[src/rtl/seq_pattern_detector.sv]
// Serial bit-pattern detector with a runtime-loadable pattern, length and overlap mode.
// Emits a registered match pulse per hit and keeps a saturating match counter.
module seq_pattern_detector #(
    parameter int               PAT_W   = 8,
    parameter int               LEN_W   = 4,
    parameter int               CNT_W   = 8,
    parameter logic [PAT_W-1:0] RST_PAT = 8'b0000_0100,
    parameter int               RST_LEN = 3,
    parameter bit               RST_OVL = 1'b1
) (
    input  logic             clk,
    input  logic             rst,
    input  logic             in_valid,
    input  logic             in_bit,
    input  logic             cfg_load,
    input  logic [PAT_W-1:0] cfg_pattern,
    input  logic [LEN_W-1:0] cfg_len,
    input  logic             cfg_overlap,
    input  logic             cnt_clr,
    output logic             match,
    output logic [CNT_W-1:0] match_count,
    output logic             cfg_err
);

    logic [PAT_W-1:0] pat_q, pat_d;
    logic [LEN_W-1:0] len_q, len_d;
    logic             ovl_q, ovl_d;
    logic [PAT_W-1:0] hist_q, hist_d;
    logic [LEN_W-1:0] fill_q, fill_d;
    logic             match_q, match_d;
    logic [CNT_W-1:0] cnt_q, cnt_d;
    logic             cfg_err_q, cfg_err_d;

    logic             cfg_ok;
    logic [PAT_W-1:0] hist_shift;
    logic [LEN_W-1:0] fill_inc;
    logic [PAT_W-1:0] len_mask;
    logic             hit;

    // Bit gi of the mask is set when it lies inside the active pattern window.
    for (genvar gi = 0; gi < PAT_W; gi++) begin : g_mask
        assign len_mask[gi] = (LEN_W'(gi) < len_q);
    end

    assign cfg_ok     = cfg_load && (cfg_len != '0) && (cfg_len <= LEN_W'(PAT_W));
    assign hist_shift = {hist_q[PAT_W-2:0], in_bit};
    assign fill_inc   = (fill_q == LEN_W'(PAT_W)) ? fill_q : fill_q + 1'b1;
    // A valid reconfiguration swallows the bit arriving in the same cycle.
    assign hit        = in_valid && !cfg_ok && (fill_inc >= len_q)
                        && (((hist_shift ^ pat_q) & len_mask) == '0);

    always_comb begin
        pat_d     = pat_q;
        len_d     = len_q;
        ovl_d     = ovl_q;
        hist_d    = hist_q;
        fill_d    = fill_q;
        match_d   = hit;
        cfg_err_d = cfg_load && !cfg_ok;
        cnt_d     = cnt_q;

        if (cfg_ok) begin
            pat_d  = cfg_pattern;
            len_d  = cfg_len;
            ovl_d  = cfg_overlap;
            hist_d = '0;
            fill_d = '0;
        end else if (in_valid) begin
            hist_d = hist_shift;
            // Non-overlapping mode demands a full set of fresh bits after each hit.
            fill_d = (hit && !ovl_q) ? '0 : fill_inc;
        end

        if (cnt_clr) begin
            cnt_d = '0;
        end else if (hit && (cnt_q != '1)) begin
            cnt_d = cnt_q + 1'b1;
        end
    end

    always_ff @(posedge clk) begin
        if (rst) begin
            pat_q     <= RST_PAT;
            len_q     <= LEN_W'(RST_LEN);
            ovl_q     <= RST_OVL;
            hist_q    <= '0;
            fill_q    <= '0;
            match_q   <= 1'b0;
            cnt_q     <= '0;
            cfg_err_q <= 1'b0;
        end else begin
            pat_q     <= pat_d;
            len_q     <= len_d;
            ovl_q     <= ovl_d;
            hist_q    <= hist_d;
            fill_q    <= fill_d;
            match_q   <= match_d;
            cnt_q     <= cnt_d;
            cfg_err_q <= cfg_err_d;
        end
    end

    assign match       = match_q;
    assign match_count = cnt_q;
    assign cfg_err     = cfg_err_q;

endmodule

[config.mk]
export PLATFORM = sky130hd
export DESIGN_NAME = seq_pattern_detector
export DESIGN_NICKNAME = d
export VERILOG_FILES = /design/src/rtl/seq_pattern_detector.sv
export SDC_FILE = /design/constraint.sdc
export NUM_CORES = 1
export LEC_CHECK = 0
export CAP_MARGIN = 20
export CORE_AREA = 2 2 79 81
export DETAILED_ROUTE_END_ITERATION = 8
export DIE_AREA = 0 0 81 83
export SLEW_MARGIN = 20
export SYNTH_ARGS = -nofsm -noshare
export SYNTH_HDL_FRONTEND = slang
export SYNTH_SLANG_ARGS = --single-unit
[constraint.sdc]
create_clock -name clk -period 6.28 [get_ports clk]
set_input_delay 1.884 -clock clk [delete_from_list [all_inputs] [get_ports clk]]
set_output_delay 1.884 -clock clk [all_outputs]
set_load 0.05 [all_outputs]
==> summary.md <==
| Metric | Value |
|---|---|
| Outcome | `finished, final reports clean` |
| Setup total negative slack | `0 ns` |
| Period utilisation layout | `67.2%` |
| Die X | `81 um` |
| Post-synth ARST share | `0%` |
| IO Port Bufs | `28` |
| Largest net degree at the start of global routing | `18` |
| Class of the worst hold path | `flip-flop to flip-flop` |
| Gpl congestion | `0.808` |
| Max Transition Viols Final | `0` |
| # IOs | `29` |
| Post-synth top cells | `dfxtp_1, nand2_1, nor2_1, a21oi_1, inv_1` |
| Yosys warnings | `0` |
| Ratio of cells with drive above 1 in the final layout | `5.58%` |
| Cell taking the most area after synthesis | `dfxtp_1` |
| WL final | `3.59 mm` |
| Pwr dens | `244 nW/um2` |
| Worst Path Arrival | `4.43 ns` |
| Vias in the first global route | `1285` |
| Worst VDD drop | `91.4 uV` |
| Worst setup margin | `2.06 ns` |
| Row count | `28` |
| Relative slew slack | `54.5%` |
| Critical path's top delay family | `simple AND/OR/NAND/NOR gates` |
| Critical-path cell list | `clkdlybuf4s50_1 > o221ai_1 > a211oi_2 > nand4_2 > or4_1 > a21oi_1` |
| CTS HTree Levels | `2` |
| R2R cell count | `12` |
| Total CTS buffers | `5` |
| NumNets Final | `258` |
| CP Launch Type | `primary input` |
| Syn Area/Cell | `8.23 um2` |
| Worst-Margin Slew | `0.680 ns` |
| Post-synthesis register bit count | `34` |
| Final Critical Period | `4.22 ns` |
| CTS resizes | `0` |
| Root cell of the clock tree | `clkbuf_8` |
| Area grow syn2layout | `28.0%` |
| Worst path max stage delay | `0.91 ns` |
| Cell area after synthesis | `1700 um2` |
| Sequential share of power | `43.3%` |
| Total gr overflow | `0` |
| Yosys top cell area share | `40.1%` |
| Core Box Area | `5820 um2` |
| Number of flops mapped to enable cells by yosys | `0` |
| Gr usage total | `11.3%` |
| LEAKAGE | `0.775 nW` |
| Int Power | `409 uW` |
| DRT antenna net count | `0` |
| Hold_ws | `0.472 ns` |
| Max cap viols | `0` |
| Net Count, Synth | `232` |
| Final Hold Vio Count | `0` |
| Crit path max fanout | `17` |
| Area post-placement | `2030 um2` |
| Worst setup startpoint | `in_valid` |
| Reg-to-Reg End | `fill_q[3]` |
| WHS Path Cells | `2` |
| CTS Sinks | `34` |
| Ranking of synthesized cells by area | `dfxtp_1, nand2_1, ha_1` |
| Critical hold path startpoint | `pat_q[7]` |
| Post-placement setup slack | `1.80 ns` |
| Fmax | `237 MHz` |
| Hold EP | `pat_q[7]` |
| Reg-to-reg startpoint | `fill_q[0]` |
| Clock buffer depth | `2` |
| Hold Buf Count CTS | `0` |
| Die Area | `6720 um2` |
| Total Power | `529 uW` |
| RSZ-0062 raised after global routing | `false` |
| Drt wl/cell | `11.6 um` |
| Drt first-iter violations | `125` |
| First-pass GRT wire length | `6.02 mm` |
| # Post-CTS Setup Buffers | `0` |
| Post-Route Skew | `0.00773 ns` |
| Primary FF master, synth | `dfxtp_1` |
| Die H | `83 um` |
| Sequential cell area fraction in the yosys report | `40.1%` |
| Via density per instance | `4.82` |
| Combinational Power Share | `10.9%` |
| Initial Util | `29.2%` |
| Detailed-route DRC error count | `0` |
| Clock Pin Slew Worst Setup and Hold Paths | `0.08 ns` |
| Worst-Skew Late Latency | `0.29 ns` |
| Reg2reg setup slack | `3.32 ns` |
| Diode count | `0` |
| CTS tree | `yes` |
| DRT Pass-1 Iters | `4` |
| CP Capture Type | `flip-flop` |
| Crit-path slowest cell | `clkdlybuf4s50_1` |
| WS Path Type | `primary input to flip-flop` |
| Most frequent cell after synthesis | `dfxtp_1` |
| Dpl hpwl | `2.63 mm` |
| Post-route cell area | `2170 um2` |
| Netlist cell types | `39` |
| Switch Pwr | `120 uW` |
| Setup violations, final | `0` |
| Via Count | `1484` |
| Post-Synthesis Cells | `206` |
| Crit path buffers/inverters | `1` |
| Power share of the clock group | `45.8%` |
| Switching Fraction | `22.7%` |
| Antenna violations before repair | `0` |
| WP data required | `6.49 ns` |
-- cells in the final DEF (no fill, tap or decap), drive strengths merged, types with 4 or more instances in the layout --
cell type,netlist,layout
nand4,4,4
xnor2,8,8
dfxtp,34,34
a21oi,16,16
o21ai,13,13
nand3,9,9
nand2,26,26
nor2,20,20
clkdlybuf4s50,0,28
clkbuf,6,5
mux2i,7,7
or3,5,5
inv,12,12
ha,7,7
-- cell families (layout without fill, tap and decap cells) --
group	count (synthesis)	after routing	share of synthesized area, %
adder cells (fa/ha/maj)	7	7	5.17
buffers and inverters	21	48	4.80
multiplexers	7	7	4.13
AO/OA/AOI/OAI	46	46	17.2
AND/OR/NAND/NOR	80	80	22.9
XOR/XNOR	11	11	5.68
flip-flops	34	34	40.1
-- state kept, by name (all words and copies together), names as in the netlist --
name and cells:
cfg_err 1, fill_q 4, match_count 8, match 1, hist_q 7, len_q 4
ovl_q 1, pat_q 8
-- power groups by stage --
stage               clock network [mW]  logic (mW)  registers, mW
floorplan                            0      0.0360          0.234
global placement                     0      0.0574          0.234
detailed placement                   0      0.0582          0.234
CTS                              0.247      0.0588          0.229
global route                     0.259      0.0642          0.230
finish                           0.242      0.0578          0.229
-- final cells by class --
cell class,instances,area (um2)
multi-input cells,151,933
clock buffers,5,68.8
flip-flops and latches,34,681
fillers,631,3640
clock inverters,3,68.8
repair buffers,28,280
inverters,12,45.0
well taps,75,93.8
-- per-layer routing --
metal | GRT usage [%] | vias to the layer above | routed length [um]
li1 | - | 780 | -
met3 | 2.61 | 2 | 140
met4 | 5.08 | 0 | 40
met5 | 0 | - | 0
met1 | 15.1 | 672 | 1720
met2 | 17.1 | 30 | 1690
-- worst min-delay path, delay by kind of cell, from the launching register on --
kind	cells	cell delay, ns
AOI/OAI and AO/OA	1	0.05
and+or+nand+nor	1	0.05
DFF	1	0.32
-- stage by stage --
stage,utilization (%),instances
2_1_floorplan,-,206
3_3_place_gp,35.0,300
3_5_place_dp,35.0,300
4_1_cts,37.3,308
5_1_grt,37.3,308
6_report,37.3,308
-- how the worst max path moves through the flow --
stage	end	slack, ns	cells after the start
after CTS	match_count[5]	2.06	6
after global placement	match_count[5]	1.88	6
after detailed placement	match_count[5]	1.80	6
after global routing	match_count[5]	1.90	6
final	match_count[5]	2.06	6
after floorplan	match_count[5]	2.97	7
(Power assumes the default switching activity.)
